--- src/rtl/btb_pkg.sv ---
// Shared types and constants for the BTB update controller.
// Optional feature macro: BTB_CNT2_EN (2-bit saturating counters).
package btb_pkg;

    localparam int BTB_ENTRIES = 256;
    localparam int BTB_IDX_W   = 8;
    localparam int BTB_TAG_W   = 4;
    localparam int PC_W        = 14;
    localparam int TARGET_W    = 32;
    localparam int CTR_W       = 2;

    // Last index swept by an invalidate.
    localparam logic [BTB_IDX_W-1:0] IDX_LAST = BTB_IDX_W'(BTB_ENTRIES - 1);

    typedef enum logic [1:0] {
        ST_IDLE   = 2'd0,
        ST_UPDATE = 2'd1,
        ST_FLUSH  = 2'd2
    } btb_state_e;

    // One resolved branch waiting to be written into the BTB.
    typedef struct packed {
        logic [PC_W-1:0]     pc;
        logic [TARGET_W-1:0] target;
        logic                taken;
    } upd_entry_t;

    // Saturating 2-bit counter step.
    function automatic logic [CTR_W-1:0] ctr_step(input logic [CTR_W-1:0] old,
                                                   input logic            taken);
        logic [CTR_W-1:0] nxt;
        if (taken) nxt = (old == 2'b11) ? old : old + 2'd1;
        else       nxt = (old == 2'b00) ? old : old - 2'd1;
        return nxt;
    endfunction

endpackage

--- src/rtl/btb_upd_fifo.sv ---
// Update queue: synchronous FIFO with async reset, occupancy count and a
// clear that wins over a same-cycle push. Head entry is readable combinationally.
module btb_upd_fifo
    import btb_pkg::*;
#(
    parameter int DEPTH = 4
) (
    input  logic                     clk_i,
    input  logic                     rst_ni,
    input  logic                     push,
    input  logic                     pop,
    input  logic                     clear,
    input  upd_entry_t               din,
    output upd_entry_t               head,
    output logic                     full,
    output logic                     empty,
    output logic [$clog2(DEPTH):0]   cnt
);

    localparam int AW = $clog2(DEPTH);
    localparam int CW = AW + 1;

    upd_entry_t    mem [DEPTH];
    logic [AW-1:0] wr_ptr;
    logic [AW-1:0] rd_ptr;
    logic          do_push;
    logic          do_pop;

    // Guard against overflow/underflow so the pointers can never slip.
    assign full    = (cnt == CW'(DEPTH));
    assign empty   = (cnt == '0);
    assign do_push = push && !full;
    assign do_pop  = pop && !empty;
    assign head    = mem[rd_ptr];

    // Pointer and occupancy bookkeeping; clear drops everything, incl. a same-cycle push.
    always_ff @(posedge clk_i or negedge rst_ni) begin
        if (!rst_ni) begin
            wr_ptr <= '0;
            rd_ptr <= '0;
            cnt    <= '0;
        end else if (clear) begin
            wr_ptr <= '0;
            rd_ptr <= '0;
            cnt    <= '0;
        end else begin
            if (do_push) wr_ptr <= wr_ptr + AW'(1);
            if (do_pop)  rd_ptr <= rd_ptr + AW'(1);
            cnt <= cnt + CW'(do_push) - CW'(do_pop);
        end
    end

    // Entry storage; reset keeps the head (and counter read index) at zero after reset.
    always_ff @(posedge clk_i or negedge rst_ni) begin
        if (!rst_ni) begin
            for (int i = 0; i < DEPTH; i++) mem[i] <= '0;
        end else if (do_push && !clear) begin
            mem[wr_ptr] <= din;
        end
    end

endmodule

--- src/rtl/btb_update_ctrl.sv ---
// BTB update controller: queues resolved branches, writes them into the BTB
// one per cycle, and sweeps all 256 entries to zero on an invalidate request.
// Optional feature macro: BTB_CNT2_EN (saturating counters with forwarding);
// without it the counter is written as taken ? 3 : 0.
module btb_update_ctrl
    import btb_pkg::*;
#(
    parameter int FIFO_DEPTH = 4
) (
    input  logic                        clk_i,
    input  logic                        rst_ni,
    input  logic                        upd_valid_i,
    output logic                        upd_ready_o,
    input  logic [PC_W-1:0]             upd_pc_i,
    input  logic [TARGET_W-1:0]         upd_target_i,
    input  logic                        upd_taken_i,
    input  logic                        flush_req_i,
    output logic                        flush_busy_o,
    output logic [BTB_IDX_W-1:0]        ctr_rd_idx_o,
    input  logic [CTR_W-1:0]            ctr_rd_i,
    output logic                        btb_we_o,
    output logic [BTB_IDX_W-1:0]        btb_idx_o,
    output logic [BTB_TAG_W-1:0]        btb_tag_o,
    output logic [TARGET_W-1:0]         btb_target_o,
    output logic                        btb_valid_o,
    output logic [CTR_W-1:0]            btb_ctr_o,
    output logic [$clog2(FIFO_DEPTH):0] fifo_cnt_o
);

    btb_state_e       state;
    logic             flush_pend;
    logic             fifo_full;
    logic             fifo_empty;
    logic             push;
    logic             pop;
    logic             go_flush;
    upd_entry_t       din;
    upd_entry_t       head;
    logic [BTB_IDX_W-1:0] head_idx;
    logic [BTB_TAG_W-1:0] head_tag;
    logic [CTR_W-1:0]     new_ctr;
    logic                 unused_pc_lsb;

    assign upd_ready_o = !fifo_full && (state != ST_FLUSH);
    assign push        = upd_valid_i && upd_ready_o;
    // A pending invalidate takes priority over queued updates.
    assign go_flush    = (state != ST_FLUSH) && flush_pend;
    assign pop         = (state != ST_FLUSH) && !flush_pend && !fifo_empty;

    assign din.pc      = upd_pc_i;
    assign din.target  = upd_target_i;
    assign din.taken   = upd_taken_i;

    assign head_idx      = head.pc[9:2];
    assign head_tag      = head.pc[13:10];
    assign ctr_rd_idx_o  = head_idx;
    assign unused_pc_lsb = ^head.pc[1:0];

    btb_upd_fifo #(
        .DEPTH (FIFO_DEPTH)
    ) u_fifo (
        .clk_i  (clk_i),
        .rst_ni (rst_ni),
        .push   (push),
        .pop    (pop),
        .clear  (go_flush),
        .din    (din),
        .head   (head),
        .full   (fifo_full),
        .empty  (fifo_empty),
        .cnt    (fifo_cnt_o)
    );

`ifdef BTB_CNT2_EN
    logic [CTR_W-1:0] old_ctr;

    // Old counter: the BTB array lags one write, so take the in-flight write when it hits the same index.
    always_comb begin
        old_ctr = ctr_rd_i;
        if (btb_we_o && (btb_idx_o == head_idx)) old_ctr = btb_ctr_o;
        new_ctr = ctr_step(old_ctr, head.taken);
    end
`else
    logic unused_ctr_rd;
    assign unused_ctr_rd = ^ctr_rd_i;

    // Counter forced to strong taken / strong not-taken.
    always_comb begin
        new_ctr = head.taken ? 2'b11 : 2'b00;
    end
`endif

    // Control FSM with registered BTB write port; the write index doubles as the sweep counter.
    always_ff @(posedge clk_i or negedge rst_ni) begin
        if (!rst_ni) begin
            state        <= ST_IDLE;
            flush_pend   <= 1'b0;
            flush_busy_o <= 1'b0;
            btb_we_o     <= 1'b0;
            btb_idx_o    <= '0;
            btb_tag_o    <= '0;
            btb_target_o <= '0;
            btb_valid_o  <= 1'b0;
            btb_ctr_o    <= '0;
        end else begin
            case (state)
                ST_IDLE, ST_UPDATE: begin
                    if (go_flush) begin
                        // The write visible this cycle retires now; the sweep starts at index 0.
                        state        <= ST_FLUSH;
                        flush_pend   <= 1'b0;
                        flush_busy_o <= 1'b1;
                        btb_we_o     <= 1'b1;
                        btb_idx_o    <= '0;
                        btb_tag_o    <= '0;
                        btb_target_o <= '0;
                        btb_valid_o  <= 1'b0;
                        btb_ctr_o    <= '0;
                    end else begin
                        flush_pend <= flush_req_i;
                        btb_we_o   <= pop;
                        if (pop) begin
                            state        <= ST_UPDATE;
                            btb_idx_o    <= head_idx;
                            btb_tag_o    <= head_tag;
                            btb_target_o <= head.target;
                            btb_valid_o  <= 1'b1;
                            btb_ctr_o    <= new_ctr;
                        end else begin
                            state <= ST_IDLE;
                        end
                    end
                end
                ST_FLUSH: begin
                    // Requests arriving mid-sweep are dropped.
                    if (btb_idx_o == IDX_LAST) begin
                        state        <= ST_IDLE;
                        flush_busy_o <= 1'b0;
                        btb_we_o     <= 1'b0;
                    end else begin
                        btb_idx_o <= btb_idx_o + BTB_IDX_W'(1);
                    end
                end
                default: begin
                    state        <= ST_IDLE;
                    flush_busy_o <= 1'b0;
                    btb_we_o     <= 1'b0;
                end
            endcase
        end
    end

endmodule

--- config.mk ---
export PLATFORM = sky130hd
export DESIGN_NAME = btb_update_ctrl
export DESIGN_NICKNAME = d
export VERILOG_FILES = /design/src/rtl/btb_pkg.sv /design/src/rtl/btb_upd_fifo.sv /design/src/rtl/btb_update_ctrl.sv
export SDC_FILE = /design/constraint.sdc
export NUM_CORES = 1
export LEC_CHECK = 0
export ABC_AREA = 1
export BUFFER_PORTS_ARGS = -buffer_cell sky130_fd_sc_hd__buf_2
export CORE_MARGIN = 4
export CORE_UTILIZATION = 35
export CTS_CLUSTER_DIAMETER = 60
export CTS_CLUSTER_SIZE = 20
export DETAILED_ROUTE_END_ITERATION = 8
export GPL_ROUTABILITY_DRIVEN = 0
export MAX_ROUTING_LAYER = met4
export PLACE_DENSITY = 0.58
export SLEW_MARGIN = 5
export SYNTH_ARGS = -nofsm -noshare
export SYNTH_HDL_FRONTEND = slang
export SYNTH_SLANG_ARGS = --single-unit
--- constraint.sdc ---
create_clock -name clk_i -period 2.4 [get_ports clk_i]
set_input_delay 0.24 -clock clk_i [delete_from_list [all_inputs] [get_ports clk_i]]
set_output_delay 0.24 -clock clk_i [all_outputs]
set_load 0.005 [all_outputs]
# [After elaboration in Yosys (flattened, before gate mapping)]
# Index checks and enable logic that the tools add are counted.
[totals] register_bits=247 input_bits=53 output_inout_bits=61
[classes] n_addsub=5 n_lt_le_gt_ge=3 n_eq_ne=9 muxes=34 bitwise_logic=2 n_reduce_logical=23
[ops] operator="$bwmux 188" n=1
[ops] operator="$mux 47" n=3
[ops] operator="$bmux 47 s2" n=1
[ops] operator="$demux 47 s2" n=1
[ops] operator="$mux 32" n=2
[ops] operator="$mux 8" n=3
[ops] operator="$mux 2" n=9
[ops] operator="$pmux 8 s2" n=1
[ops] operator="$logic_and 1x1->1" n=9
[ops] operator="$add 8x1->8 const B" n=1
[ops] operator="$eq 8x8->1 const B" n=1
[ops] operator="$mux 4" n=2
[ops] operator="$reduce_bool 2->1" n=4
[ops] operator="$mux 1" n=7
[ops] operator="$ge 3x3->1 const B" n=2
[ops] operator="$ne 2x2->1 const B" n=3
[ops] operator="$not 2->3" n=2
[ops] operator="$add 2x1->2 const B" n=2
[ops] operator="$logic_not 1->1" n=4
[ops] operator="$pmux 1 s2" n=2
[ops] operator="$pmux 2 s2" n=1
[ops] operator="$reduce_and 2->1" n=2
[ops] operator="$add 3x1->3" n=1
[ops] operator="$eq 3x3->1 const B" n=1
[ops] operator="11 further kinds" n=11

# [Longest topological paths before layout]
[logic_depth] ltp_word=8 ltp_mapped=12 depth_no_buf=12

# [By module]
# Synthesis repeated with hierarchy kept, for this count alone.
[hier_totals] cells_unflattened=1435 hier_area_um2=11661.2
[by_module_without_submodules] mod="btb_upd_fifo" n_inst=1 cells_each=1159 area_per_inst_um2=9412.8 seq_area_each_um2=4879.7
[by_module_without_submodules] mod="btb_update_ctrl" n_inst=1 cells_each=276 area_per_inst_um2=2248.4 seq_area_each_um2=1276.2

# [Least setup slack after synthesis]
# No wires, ideal clock.
[synth_path] path_kind="reg2reg" startpoint="register state[1]" endpoint="register u_fifo.cnt[2]" arrival_ns=1.925 required_ns=2.270 setup_slack_ns=0.344 stages_incl_launch_ff=13 cell_sequence="dfrtp_1 inv_2 nor2_2 nor2_2 nand2_1 inv_1 ha_1 inv_1 ha_1 inv_1 fa_1 xor2_1 nor2_1"
[synth_between] elab_chain_len=7
[synth_lines] item="start, declared" line="btb_update_ctrl.sv:30" source="btb_state_e state;"
[synth_lines] item="start signal, assigned" line="btb_update_ctrl.sv:96" source="state <= ST_IDLE;"
[synth_lines] item="start signal, assigned" line="btb_update_ctrl.sv:110" source="state <= ST_FLUSH;"
[synth_lines] item="start signal, assigned" line="btb_update_ctrl.sv:123" source="state <= ST_UPDATE;"
[synth_lines] item="$ne 2x2->1 (*)" line="btb_update_ctrl.sv:44, btb_update_ctrl.sv:47, btb_update_ctrl.sv:48"
[synth_lines] item="$logic_and 1x1->1" line="btb_update_ctrl.sv:44" source="assign upd_ready_o = !fifo_full && (state != ST_FLUSH);"
[synth_lines] item="$logic_and 1x1->1" line="btb_update_ctrl.sv:45" source="assign push = upd_valid_i && upd_ready_o;"
[synth_lines] item="$logic_and 1x1->1" line="btb_upd_fifo.sv:32" source="assign do_push = push && !full;"
[synth_lines] item="$add 3x1->3" line="btb_upd_fifo.sv:49" source="cnt <= cnt + CW'(do_push) - CW'(do_pop);"
[synth_lines] item="$sub 3x1->3" line="btb_upd_fifo.sv:49"
[synth_lines] item="$mux 3 (*)" line="btb_upd_fifo.sv:42" source="end else if (clear) begin"
[synth_lines] item="end signal, assigned" line="btb_upd_fifo.sv:49"
[synth_lines] item="end, declared" line="btb_upd_fifo.sv:17" source="output logic [$clog2(DEPTH):0] cnt"
# Mark *: on every way between the ends. The rest lies on a longest branch, timed or not.
# A chain may end at the register's enable or synchronous reset.

# [Worst setup path after layout]
[layout_path] startpoint="register u_fifo.rd_ptr[1]" endpoint="output port ctr_rd_idx_o[7]"
[layout_between] elab_chain_len=4
[layout_lines] item="start, declared" line="btb_upd_fifo.sv:25" source="logic [AW-1:0] rd_ptr;"
[layout_lines] item="start signal, assigned" line="btb_upd_fifo.sv:48" source="if (do_pop) rd_ptr <= rd_ptr + AW'(1);"
[layout_lines] item="$not 2->3 (not written as such)" line="btb_upd_fifo.sv:34" source="assign head = mem[rd_ptr];"
[layout_lines] item="$bmux 47 s2" line="btb_upd_fifo.sv:34"
[layout_lines] item="$mux 47 (not written as such) (2 in a row)" line="btb_upd_fifo.sv:34"
[layout_lines] item="end, declared" line="btb_update_ctrl.sv:19" source="output logic [BTB_IDX_W-1:0] ctr_rd_idx_o,"
# No other way between the ends. The select of a mux whose other input is x is not followed.

==> results.md <==
* Final core utilization at 42.6%
* Avg WL per Cell at 16.7 µm
* Comb power frac at 2.8%
* Initial antenna violation count at 3
* Pwr/cell area at 618 nW/µm²
* Post-synth EDFFs at 0
* Area contributors post-synth: dfrtp_1, nand2_1, o21ai_0
* Drt via density at 4.96
* Cts hold-fix bufs at 47
* Drt initial violations at 669
* Ys async rst share at 100%
* Root Driver: clkbuf_16
* CP Launch Type: register
* Setup slack after placement at 251 ps
* Highest clock rate at 445 MHz
* Syn Nets at 1470
* Area Growth Syn to Fin at 19.9%
* Max Clock Skew at 19.0 ps
* Max Root-Sink Buffers at 3
* Setup WS post-layout at 151 ps
* Most common cell in the netlist: nand2_1
* Final Hold Fails at 0
* IO buf count at 109
* Predominant post-synthesis flop cell: dfrtp_1
* CTS tree: built
* # clock sinks at 238
* Total Routing Usage GR at 19.1%
* Hold crit path type: in2reg
* Post-synth top area share at 53.0%
* Routed WL at 32600 µm
* Row count at 65
* First-pass GRT wire length at 53600 µm
* Fin cells at 1957
* Total power at 8340 µW
* Via count at 9710
* Static leakage at 0.00703 µW
* CTS buffer count at 26
* Final worst path period need at 2250 ps
* Final setup TNS at 0 ps
* Yosys top cell by area: dfrtp_1
* Switching share of power at 23.1%
* CP Data Arrival Time at 2010 ps
* P_sw at 1930 µW
* Pre-Repair DR Iteration Count at 5
* CP Class: reg2out
* Vias in the first global route at 9665
* Top cells by count, synth: nand2_1, dfrtp_1, o21ai_0
* Worst Path Max Fanout at 47
* Final net count at 1594
* DP HPWL at 19400 µm
* # placed instances at 1860
* Internal at 6410 µW
* Setup crit end kind: output port
* Htree depth at 1
* Period utilization at 93.7%
* Initial Utilization at 35.5%
* Layout cells sized above 1 at 13.7%
* Slew margin rel. at 53.9%
* Largest net degree at the start of global routing at 92
* Final setup violation count at 0
* Syn_area_per_cell at 7.98 µm²
* Post-route DRC at 0
* # fillers at 3194
* Core ar. at 31600 µm²
* Worst-Margin Slew at 692 ps
* Synth Register Bits at 238
* Ports at 114
* VDD IR max at 0.000450 V
* Die area at 35100 µm²
* Unique masters post-synth at 31
* Seq pwr share at 48.1%
* Cells after Synth at 1409
* Mapped cell area at 11200 µm²
* Final Max Slew Viols at 0
* Clock transition at path regs at 70 ps
* Worst EP required at 2160 ps
* Die span in x at 187 µm
* RSZ-0062 raised after global routing: false
* Die Y at 187 µm
* Clock network fraction of total power at 49.1%
* Worst skew pair latency at 540 ps
* Sequential area share after synthesis at 53.0%
* GRT overflow at 0
* Post-cts gate resize count at 0
* Buffer count from post-CTS setup fixing at 0
* Final ANT Viol Nets at 0
* Maxcap violations at 0
* Synthesis warning total at 0
* Status: complete, no violations
-- power by group through the flow --
stage / clock, µW / combinational (µW) / sequential (µW)
global route: 4370 / 266 / 4010
CTS: 4200 / 243 / 4010
global placement: 0 / 180 / 4090
detailed placement: 0 / 179 / 4090
floorplan: 0 / 0.000570 / 4090
finish: 4090 / 236 / 4010
-- layer usage --
layer | up-vias | part of all wire [%] | global-route usage (%)
met3 | 40 | 4.1 | 2.44
li1 | 4816 | - | -
met2 | 179 | 47 | 31.0
met1 | 4675 | 47 | 25.9
met4 | 0 | 1.5 | 3.90
met5 | - | 0 | -
-- final timing paths --
| check | to | cells after the start | slack (ps) | startpoint |
|---|---|---|---|---|
| worst max-delay path | ctr_rd_idx_o[7] | 4 | 150 | u_fifo.rd_ptr[1] |
| worst min-delay path | u_fifo.wr_ptr[0] | 4 | 170 | upd_valid_i |
| worst max register to register | u_fifo.cnt[2] | 11 | 260 | u_fifo.cnt[1] |
| worst min register to register | flush_busy_o | 2 | 470 | flush_busy_o |
| max in group asynchronous | u_fifo.rd_ptr[0] | 3 | 1270 | rst_ni |
| min in group asynchronous | u_fifo.mem[58] | 2 | 280 | rst_ni |
-- placed cells by master, fill, tap and decap left out, types with 4 or more instances in the layout --
master         synthesis  final
nand4_1                8      8
and2_1                 8      8
nand2_1              618    618
nand3_1              148    147
o21ai_0              160    160
o21ai_1               66     66
nor2_4                 4      4
nor2_1                 8      8
dfrtp_1              238    236
buf_4                 12     31
inv_6                  0      5
clkbuf_16              0     27
inv_1                 22     20
buf_2                 18    108
buf_12                 0      7
inv_2                  2      7
ha_1                   7      7
dlygate4sd3_1          0     47
-- logic make-up (layout without fill, tap and decap cells) --
family                   count (synthesis)  after routing  synth area share [%]
AO/OA/AOI/OAI                          234            234                  10.5
XOR/XNOR                                 3              3                 0.234
adder cells (fa/ha/maj)                  8              8                 0.957
buffers and inverters                  127            270                  6.07
flip-flops                             238            238                  53.0
other                                    0              3                     0
AND/OR/NAND/NOR                        799            799                  29.2
-- flip-flops by register name, summed over array words and instances, names as in the netlist --
register,cells
btb_ctr_o,1
btb_idx_o,8
btb_tag_o,4
btb_target_o,32
btb_valid_o,1
btb_we_o,1
flush_busy_o,1
flush_pend,1
state,2
u_fifo.cnt,3
u_fifo.mem,180
u_fifo.rd_ptr,2
u_fifo.wr_ptr,2
-- cell type report --
cell class	count	area [µm²]	area share, %
Antenna cell	3	7.51	0.0557
Clock buffer	31	721	5.35
Clock inverter	16	159	1.18
Inverter	29	113	0.835
Multi-Input combinational cell	1044	4620	34.3
Sequential cell	238	5960	44.2
Tap cell	402	503	3.73
Timing Repair Buffer	194	1400	10.4
-- critical path, stage by stage, from the launching register on --
cell and delay, ps:
dfrtp_2 360, buf_4 560, nand3_1 230, and2_1 190, buf_2 130
-- metrics by stage --
| stage | cell area (µm²) | hold slack [ps] |
|---|---|---|
| after floorplan | 11200 | -55.6 |
| after global placement | 12100 | 294 |
| after detailed placement | 12100 | 290 |
| after CTS | 13500 | 162 |
| after global routing | 13500 | 181 |
| final | 13500 | 169 |
Note: power is estimated with default switching activity, not from simulation.
